File: config.mk
export PLATFORM = sky130hd
export DESIGN_NAME = ssd_two_digit_entry
export DESIGN_NICKNAME = d
export VERILOG_FILES = /design/src/rtl/ssd_entry_pkg.sv /design/src/rtl/disp_ctrl.sv /design/src/rtl/key_press_filter.sv /design/src/rtl/ssd_two_digit_entry.sv
export SDC_FILE = /design/constraint.sdc
export NUM_CORES = 1
export LEC_CHECK = 0
export CAP_MARGIN = 15
export CORE_ASPECT_RATIO = 1.2
export CORE_UTILIZATION = 32
export CTS_CLUSTER_DIAMETER = 60
export CTS_CLUSTER_SIZE = 8
export DETAILED_ROUTE_END_ITERATION = 8
export GPL_TIMING_DRIVEN = 1
export PLACE_DENSITY_LB_ADDON = 0.2
export SLEW_MARGIN = 40
export SYNTH_ARGS = -nofsm -noshare
export SYNTH_HDL_FRONTEND = slang
export SYNTH_SLANG_ARGS = --single-unit
File: constraint.sdc
create_clock -name clk -period 2.13 [get_ports clk]
set_clock_uncertainty 0.15 [all_clocks]
set_input_delay 0.3195 -clock clk [delete_from_list [all_inputs] [get_ports clk]]
set_output_delay 0.3195 -clock clk [all_outputs]
set_load 0.03 [all_outputs]
File: src/rtl/ssd_entry_pkg.sv
// Shared types and constants for the two-digit keypad entry / SSD display block.
package ssd_entry_pkg;

    // Key press filter states.
    typedef enum logic [1:0] {
        IDLE     = 2'd0,
        PRESS_DB = 2'd1,
        HELD     = 2'd2,
        REL_DB   = 2'd3
    } filt_state_t;

    // All segments off.
    localparam logic [6:0] SEG_BLANK = 7'b0000000;

    // chip_sel encoding: 0 drives the right (ones) digit, 1 the left (tens) digit.
    localparam logic SEL_ONES = 1'b0;
    localparam logic SEL_TENS = 1'b1;

endpackage

File: src/rtl/disp_ctrl.sv
// Hex nibble to seven-segment decode. Active-high segments, seg_out = {g,f,e,d,c,b,a}.
module disp_ctrl (
    input  logic [3:0] disp_val,
    output logic [6:0] seg_out
);

    // Pure lookup; lower-case b and d keep them distinct from 8 and 0.
    always_comb begin
        seg_out = 7'b0000000;
        case (disp_val)
            4'h0: seg_out = 7'b0111111;
            4'h1: seg_out = 7'b0000110;
            4'h2: seg_out = 7'b1011011;
            4'h3: seg_out = 7'b1001111;
            4'h4: seg_out = 7'b1100110;
            4'h5: seg_out = 7'b1101101;
            4'h6: seg_out = 7'b1111101;
            4'h7: seg_out = 7'b0000111;
            4'h8: seg_out = 7'b1111111;
            4'h9: seg_out = 7'b1101111;
            4'hA: seg_out = 7'b1110111;
            4'hB: seg_out = 7'b1111100;
            4'hC: seg_out = 7'b0111001;
            4'hD: seg_out = 7'b1011110;
            4'hE: seg_out = 7'b1111001;
            4'hF: seg_out = 7'b1110001;
            default: seg_out = 7'b0000000;
        endcase
    end

endmodule

File: src/rtl/key_press_filter.sv
// Turns the decoder's key_valid/key_code level into one strobe per physical press.
// A press must hold the same code for STABLE_CYCLES cycles after the first sample,
// and a release must stay low just as long before another press is looked at.
// new_key is a combinational strobe, high during the cycle whose closing edge
// accepts the press; new_code is the latched candidate code.
module key_press_filter
    import ssd_entry_pkg::*;
#(
    parameter int STABLE_CYCLES = 1_250_000
) (
    input  logic       clk,
    input  logic       rst,
    input  logic [3:0] key_code,
    input  logic       key_valid,
    output logic       new_key,
    output logic [3:0] new_code
);

    localparam int CW = (STABLE_CYCLES > 1) ? $clog2(STABLE_CYCLES) : 1;
    localparam logic [CW-1:0] CNT_LAST = CW'(STABLE_CYCLES - 1);

    filt_state_t   state_q, state_d;
    logic [CW-1:0] cnt_q, cnt_d;
    logic [3:0]    cand_q, cand_d;

    // State, debounce counter and candidate code registers.
    always_ff @(posedge clk or posedge rst) begin
        if (rst) begin
            state_q <= IDLE;
            cnt_q   <= '0;
            cand_q  <= 4'h0;
        end else begin
            state_q <= state_d;
            cnt_q   <= cnt_d;
            cand_q  <= cand_d;
        end
    end

    // Next-state logic and accept strobe.
    always_comb begin
        state_d = state_q;
        cnt_d   = cnt_q;
        cand_d  = cand_q;
        new_key = 1'b0;
        case (state_q)
            IDLE: begin
                if (key_valid) begin
                    state_d = PRESS_DB;
                    cand_d  = key_code;
                    cnt_d   = '0;
                end
            end
            PRESS_DB: begin
                // A drop or a different code aborts; the aborting sample is not reused.
                if (!key_valid || key_code != cand_q) begin
                    state_d = IDLE;
                end else if (cnt_q == CNT_LAST) begin
                    state_d = HELD;
                    new_key = 1'b1;
                end else begin
                    cnt_d = cnt_q + 1'b1;
                end
            end
            HELD: begin
                // Code changes while held are deliberately ignored.
                if (!key_valid) begin
                    state_d = REL_DB;
                    cnt_d   = '0;
                end
            end
            REL_DB: begin
                if (key_valid) begin
                    state_d = HELD;
                end else if (cnt_q == CNT_LAST) begin
                    state_d = IDLE;
                end else begin
                    cnt_d = cnt_q + 1'b1;
                end
            end
            default: state_d = IDLE;
        endcase
    end

    assign new_code = cand_q;

endmodule

File: src/rtl/ssd_two_digit_entry.sv
// Two-digit hex entry from a keypad with a self-refreshing dual-digit SSD.
// Each accepted press shifts a nibble into {tens, ones}; the display alternates
// between the digits every REFRESH_CYCLES cycles and blanks a digit not yet entered.
module ssd_two_digit_entry
    import ssd_entry_pkg::*;
#(
    parameter int CLK_FREQ       = 125_000_000,
    parameter int STABLE_CYCLES  = 1_250_000,
    parameter int REFRESH_CYCLES = 125_000
) (
    input  logic       clk,
    input  logic       rst,
    input  logic [3:0] key_code,
    input  logic       key_valid,
    output logic       new_key,
    output logic [7:0] digits,
    output logic [1:0] digits_vld,
    output logic [6:0] seg,
    output logic       chip_sel
);

    localparam int RW = $clog2(REFRESH_CYCLES);
    localparam logic [RW-1:0] RCNT_LAST = RW'(REFRESH_CYCLES - 1);

    // Parameter sanity at elaboration time.
    if (CLK_FREQ <= 0) begin : g_bad_clk
        $error("CLK_FREQ must be positive");
    end
    if (STABLE_CYCLES < 1) begin : g_bad_stable
        $error("STABLE_CYCLES must be at least 1");
    end
    if (REFRESH_CYCLES < 2) begin : g_bad_refresh
        $error("REFRESH_CYCLES must be at least 2");
    end

    logic          accept;
    logic [3:0]    accept_code;
    logic          new_key_q;
    logic [7:0]    digits_q, digits_d;
    logic [1:0]    vld_q, vld_d;
    logic [RW-1:0] rcnt_q, rcnt_d;
    logic          sel_q, sel_d;
    logic [3:0]    sel_nib;
    logic          sel_vld;
    logic [6:0]    dec_seg;

    key_press_filter #(
        .STABLE_CYCLES(STABLE_CYCLES)
    ) u_filter (
        .clk      (clk),
        .rst      (rst),
        .key_code (key_code),
        .key_valid(key_valid),
        .new_key  (accept),
        .new_code (accept_code)
    );

    // Entry shift register next value: newest digit enters on the right.
    always_comb begin
        digits_d = digits_q;
        vld_d    = vld_q;
        if (accept) begin
            digits_d = {digits_q[3:0], accept_code};
            vld_d    = {vld_q[0], 1'b1};
        end
    end

    // Refresh counter next value; chip_sel flips on each wrap.
    always_comb begin
        rcnt_d = rcnt_q + 1'b1;
        sel_d  = sel_q;
        if (rcnt_q == RCNT_LAST) begin
            rcnt_d = '0;
            sel_d  = ~sel_q;
        end
    end

    // Entry register, new_key pulse and display refresh state.
    always_ff @(posedge clk or posedge rst) begin
        if (rst) begin
            new_key_q <= 1'b0;
            digits_q  <= 8'h00;
            vld_q     <= 2'b00;
            rcnt_q    <= '0;
            sel_q     <= SEL_ONES;
        end else begin
            new_key_q <= accept;
            digits_q  <= digits_d;
            vld_q     <= vld_d;
            rcnt_q    <= rcnt_d;
            sel_q     <= sel_d;
        end
    end

    // Select the displayed nibble straight from the registers so seg adds no latency.
    always_comb begin
        sel_nib = digits_q[3:0];
        sel_vld = vld_q[0];
        if (sel_q == SEL_TENS) begin
            sel_nib = digits_q[7:4];
            sel_vld = vld_q[1];
        end
    end

    disp_ctrl u_disp (
        .disp_val(sel_nib),
        .seg_out (dec_seg)
    );

    assign seg        = sel_vld ? dec_seg : SEG_BLANK;
    assign new_key    = new_key_q;
    assign digits     = digits_q;
    assign digits_vld = vld_q;
    assign chip_sel   = sel_q;

endmodule

==> run metrics, run 1 <==
Commonest cells post-synth=dfrtp_1, nand2_1, nor2_1; Max Used Layer=met4; number of register bits inferred by synthesis=56; Clock Path Buffers=2; global-route wire length before repair=11.7 mm; Die Y=110 um; Final Core Density=0.474; max_cap viols=0; crit path launch=chip_sel$_DFFE_PP0N_; top post-synthesis cells by area=dfrtp_1, mux2_2, xor2_1; port bufs=25; FFs w/ async S/R, synth=1.00; failing checks=setup timing; Fin Hold WS=0.222 ns; crit start category=flop; reg2reg start=u_filter.cnt_q[10]$_DFFE_PP0P_; Crit Path Class=reg -> out; post-synth top area cell=dfrtp_1; routed wl met3=174 um; via count=2,632; Post-synth EDFFs=0; PD cells=549 nW/um^2; die area=10,100 um^2; Cells after Synth=311; initial antenna violation count=0; clock sink count=56; minimum clock period=2.49 ns; clock buffer count from CTS=5; worst slew pin tran=0.423 ns; crit path max fanout=6; r2r worst-path depth=6; Rel. slew slack=0.716; Reg clk slew, reported paths=0.11 ns; max frequency=0.402 GHz; count leader, synth=dfrtp_1; DP Area=4020 um^2; post-synthesis cell type count=51; DRC Markers=0; met1 wire length=3.30 mm; peak supply drop=0.313 mV; diodes inserted=0; total core area=9220 um^2; GR Util All Layers=0.145; Critical Path RT=1.66 ns; Syn-to-layout area delta=41.5%; DR WL met2=3.59 mm; RSZ-0062 raised after global routing=yes; HP Class=in -> async; GRT Residual Overflow=0; H-tree level count=2; layout cells sized above 1=0.358; Clk Latency, worst-skew pair=0.31 ns; most used flip-flop cell after synthesis=dfrtp_1; syn_nets=325; drt first pass iters=4; YS warnings=0; Antenna Violating Nets Remaining=0; hpwl dp=5.08 mm; # rows=38; Final Hold Vio Count=0; Lkg Pwr=1.93 nW; I/O pin total=26; root buffer selected by CTS=clkbuf_8; largest net degree at the start of global routing=57; TritonCTS clock tree=done; routability congestion estimate=0.846; post-route cell area=4370 um^2; final net count=410; Max Slew Vio Count=0; post-synth top area share=0.453; drt via density=5.09; vias in the first global route=2,532; Setup Viol. Count Final=16; Final period util=1.17; status=complete, but fails checks; synthesized area=3090 um^2; Worst Setup End Kind=output port; starting density of the core=0.335; initial DRC count=105; synthesized area per cell=9.94 um^2; Avg WL per Cell=13.8 um; die width=91.7 um; post-synthesis sequential area ratio=0.453; post-route setup slack=-0.360 ns; Routed Wire Length=7.11 mm; crit path DAT=2.02 ns
cell families (layout without fill, tap and decap cells):
family,count (synthesis),after routing,share of synthesized area
buffers and inverters,18,104,0.0239
adder cells (fa/ha/maj),7,7,0.0283
AO/OA/AOI/OAI,46,46,0.106
XOR/XNOR,19,19,0.0538
multiplexers,22,22,0.0789
flip-flops,56,56,0.453
AND/OR/NAND/NOR,143,143,0.256
power by group:
part           internal, W  switching, W  leakage, nW
clock             0.000349      0.000356       0.0541
combinational     0.000231      0.000234         1.12
sequential         0.00115     0.0000815        0.747
total              0.00173      0.000672         1.93
layout by cell type, fill, tap and decap left out, types with 5 or more instances in the layout:
| cell type | netlist | final |
|---|---|---|
| xnor2_1 | 5 | 5 |
| clkbuf_8 | 0 | 5 |
| clkdlybuf4s50_1 | 0 | 16 |
| dfrtp_1 | 56 | 55 |
| buf_4 | 1 | 58 |
| o21ai_0 | 13 | 11 |
| mux2_2 | 15 | 5 |
| nand2_1 | 32 | 30 |
| xor2_1 | 14 | 13 |
| and3_1 | 8 | 8 |
| mux2_4 | 1 | 11 |
| mux2i_1 | 6 | 5 |
| nor2_1 | 25 | 21 |
| buf_6 | 0 | 11 |
| nand3_1 | 23 | 22 |
| nand4_1 | 8 | 8 |
through the flow:
stage	cells	total power, W	setup slack (ns)	TNS, ns
2_1_floorplan	311	0.00147	-0.135	-1.24
3_3_place_gp	497	0.00167	-0.253	-5.61
3_5_place_dp	497	0.00168	-0.280	-6.22
4_1_cts	508	0.00240	-0.430	-4.39
5_1_grt	517	0.00254	-0.466	-5.21
6_report	517	0.00240	-0.360	-3.60
worst paths after layout:
path / endpoint / slack (ns)
hold / removal: rcnt_q[8]$_DFF_PP0_ / 0.22
setup / recovery: seg[3] / -0.36
hold reg to reg: rcnt_q[0]$_DFF_PP0_ / 0.34
setup reg to reg: digits[3]$_DFFE_PP0P_ / -0.17
min in group clk: u_filter.new_code[1]$_DFFE_PP0P_ / 0.24
max in group asynchronous: u_filter.cnt_q[14]$_DFFE_PP0P_ / 1.35
what timing repair did:
action                                  4_1_cts  5_1_grt
buffers inserted                              2       11
resized for setup                            22       18
endpoints found under the setup margin       25       25
gates cloned                                  1        0
hold buffers                                  0        0
pin swaps                                     7       14
final cells by class:
type / instances / area [um^2]
fill: 859 / 4850
multi-input combinational: 237 / 1900
sequential: 56 / 1400
timing repair buffer: 89 / 781
tap: 120 / 150
clock buffer: 5 / 68.8
clock inverter: 3 / 42.5
inverter: 7 / 28.8
registers in the layout, indices dropped and copies added, names as in the netlist:
name	cells
rcnt_q	17
chip_sel	1
u_filter.state_q	2
new_key	1
u_filter.cnt_q	21
digits	8
digits_vld	2
u_filter.new_code	4
layer usage:
layer / track usage / up-vias
met4: 0.0368 / 0
met1: 0.187 / 1282
met5: 0 / -
met3: 0.0194 / 5
li1: - / 1305
met2: 0.258 / 40
critical path, stage by stage (launching register included):
cell	delay [ns]
dfrtp_2	0.50
mux2i_4	0.23
buf_4	0.15
buf_6	0.11
ha_4	0.17
mux2i_1	0.17
nor2_2	0.07
nor3_4	0.16
buf_6	0.15
No activity file was read; power rests on OpenSTA's default activity.
==> run 2, diff against run 1 <==
--- a/config.mk
+++ b/config.mk
@@ -7,13 +7,13 @@
 export LEC_CHECK = 0
 export CAP_MARGIN = 15
 export CORE_ASPECT_RATIO = 1.2
-export CORE_UTILIZATION = 32
+export CORE_UTILIZATION = 50
 export CTS_CLUSTER_DIAMETER = 60
 export CTS_CLUSTER_SIZE = 8
 export DETAILED_ROUTE_END_ITERATION = 8
 export GPL_TIMING_DRIVEN = 1
 export PLACE_DENSITY_LB_ADDON = 0.2
-export SLEW_MARGIN = 40
+export SLEW_MARGIN = 20
 export SYNTH_ARGS = -nofsm -noshare
 export SYNTH_HDL_FRONTEND = slang
 export SYNTH_SLANG_ARGS = --single-unit
==> run 2 against run 1 <==
Effect of this change:
- die area is 35% lower
- sequential share of layout area down 0.14 points
- global-route usage increased by 8.8 points
- wire length increased by 3.0%
- hold slack lost 0.020 ns
- critical endpoint is now seg[6]
- largest cell class unchanged
- critical path depth decreased by 3
- flip-flop and latch count did not move
- combinational power increased by 3%
- first-iteration DRC count is 42% higher
- the flow still finishes with violations (setup timing)
==> run metrics, run 2 (synthesis results as in run 1) <==
layout cells sized above 1=0.356 (-0.00145); Pwr Total=0.00265 W (+10%); worst path cell trace=mux2i_2 > buf_4 > nor2_1 > a221oi_4 > buf_4; die area=6500 um^2 (-35%); clock network power share=0.353 (+0.059); GRT Residual Overflow=0 (unchanged); HP Class=in -> reg; Max Slew Vio Count=0 (unchanged); GR Util All Layers=0.233 (+0.0876); status=complete, but fails checks; cell mode on critical path=buf_4; failing checks=setup timing; hpwl dp=5.02 mm (-1.1%); crit path DAT=1.98 ns (-0.04 ns); Clk Latency, worst-skew pair=0.31 ns (about the same); internal power=0.00197 W (+14%); most frequent cells in the layout=dfrtp_1, buf_4, nand2_1, nor2_1, nand3_1; RSZ-0062 raised after global routing=yes; die width=73.8 um (-20%); switch share=0.257 (-0.0232); TritonCTS clock tree=done; routability congestion estimate=0.860 (+1.8%); clock sink count=56 (unchanged); Clock Path Buffers=2 (unchanged); Antenna Violating Nets Remaining=0 (unchanged); via count=2,723 (+3.5%); fill cell count=411 (-52%); starting density of the core=0.514 (+0.179); root buffer selected by CTS=clkbuf_8; peak supply drop=0.489 mV (+56%); initial DRC count=149 (+42%); Worst path top cell family by delay=flip-flops; Biggest register=u_filter.cnt_q; PD cells=602 nW/um^2 (+9.8%); Finished Layout Cells=475 (-8.1%); Die Y=88.1 um (-20%); Rel. slew slack=0.741 (+0.0248); Syn-to-layout area delta=42.1%; diodes inserted=0 (unchanged); vias in the first global route=2,539 (+0.28%); CP max-delay cell=dfrtp_2; crit path max fanout=6 (unchanged); CP max stage delay=0.50 ns (about the same); Final Hold Vio Count=0 (unchanged); number of placed instances, taps included=457 (-8.0%); total core area=6010 um^2 (-35%); post-route setup slack=-0.320 ns (+0.0407 ns); # rows=31 (-18%); Fin Hold WS=0.202 ns (-0.0196 ns); Routed Wire Length=7.33 mm (+3.0%); crit start category=flop; clock buffer count from CTS=5 (unchanged); Lkg Pwr=1.94 nW (+0.91%); Avg WL per Cell=15.4 um (+12%); Reg clk slew, reported paths=0.10 ns (about the same); Setup Viol. Count Final=16 (unchanged); DRC Markers=0 (unchanged); minimum clock period=2.45 ns (-0.0407 ns); max reg flops=21 (unchanged); initial antenna violation count=0 (unchanged); largest net degree at the start of global routing=57 (unchanged); Switch Pwr=0.000679 W (+1.1%); final net count=406 (-0.98%); H-tree level count=2 (unchanged); max_cap viols=0 (unchanged); drt via density=5.73 (+13%); global-route wire length before repair=11.6 mm (-1.5%); Critical Path RT=1.66 ns (about the same); worst slew pin tran=0.378 ns (-0.0448 ns); Crit Path Class=reg -> out; port bufs=25 (unchanged); I/O pin total=26 (unchanged); CP Buf/Inv Count=2 (-1); Worst Setup End Kind=output port; combinational fraction of design power=0.180 (-0.014); sequential share of power=0.467 (-0.045); max frequency=0.408 GHz (+1.7%); drt first pass iters=4 (unchanged); Final period util=1.15 (-0.0191)
run 2: final timing paths:
kind	from	to	slack, ns	cells past startpoint
worst min register to register	rcnt_q[0]$_DFF_PP0_	rcnt_q[0]$_DFF_PP0_	0.33	1
worst max register to register	u_filter.cnt_q[10]$_DFFE_PP0P_	digits[1]$_DFFE_PP0P_	-0.18	6
max in group asynchronous	rst	u_filter.cnt_q[19]$_DFFE_PP0P_	1.35	3
worst max-delay path	chip_sel$_DFFE_PP0N_	seg[6]	-0.32	5
worst min-delay path	key_code[1]	u_filter.new_code[1]$_DFFE_PP0P_	0.20	2
min in group asynchronous	rst	rcnt_q[12]$_DFF_PP0_	0.23	3
run 2: stage by stage:
stage / utilization / instance area (um^2) / TNS [ns] / setup WS, ns
finish: 0.731 / 4390 / -3.36 / -0.320
global route: 0.731 / 4390 / -5.29 / -0.423
CTS: 0.714 / 4290 / -3.90 / -0.321
detailed placement: 0.660 / 3970 / -5.72 / -0.245
global placement: 0.660 / 3970 / -4.77 / -0.216
floorplan: - / 3280 / -1.24 / -0.135
run 2: cell type report:
cell class                 count  area [um^2]  share of cell area
sequential                    56         1400               0.319
clock buffer                   5         68.8              0.0157
multi-input combinational    237         1940               0.441
tap                           82          103              0.0234
timing repair buffer          85          759               0.173
clock inverter                 3         90.1              0.0205
inverter                       7         31.3             0.00712
run 2: power groups by stage:
| stage | clock (W) | combinational (W) | sequential, W |
|---|---|---|---|
| 2_1_floorplan | 0 | 0.000210 | 0.00126 |
| 3_3_place_gp | 0 | 0.000407 | 0.00124 |
| 3_5_place_dp | 0 | 0.000421 | 0.00125 |
| 4_1_cts | 0.000955 | 0.000424 | 0.00123 |
| 5_1_grt | 0.000993 | 0.000522 | 0.00125 |
| 6_report | 0.000933 | 0.000477 | 0.00124 |
run 2: timing repair:
item | in CTS | in global routing
buffers inserted | 5 | 6
gates resized for setup | 26 | 22
hold endpoints to repair | 0 | 0
hold buffers | 0 | 0
endpoints found under the setup margin | 20 | 23
pin swaps | 14 | 13
gates cloned | 1 | 0
run 2: metal layers:
metal	vias to the layer above	share of wire	track usage
li1	1305	-	-
met1	1333	0.42	0.290
met2	76	0.53	0.407
met3	9	0.038	0.0403
met4	0	0.014	0.0752
met5	-	0	0
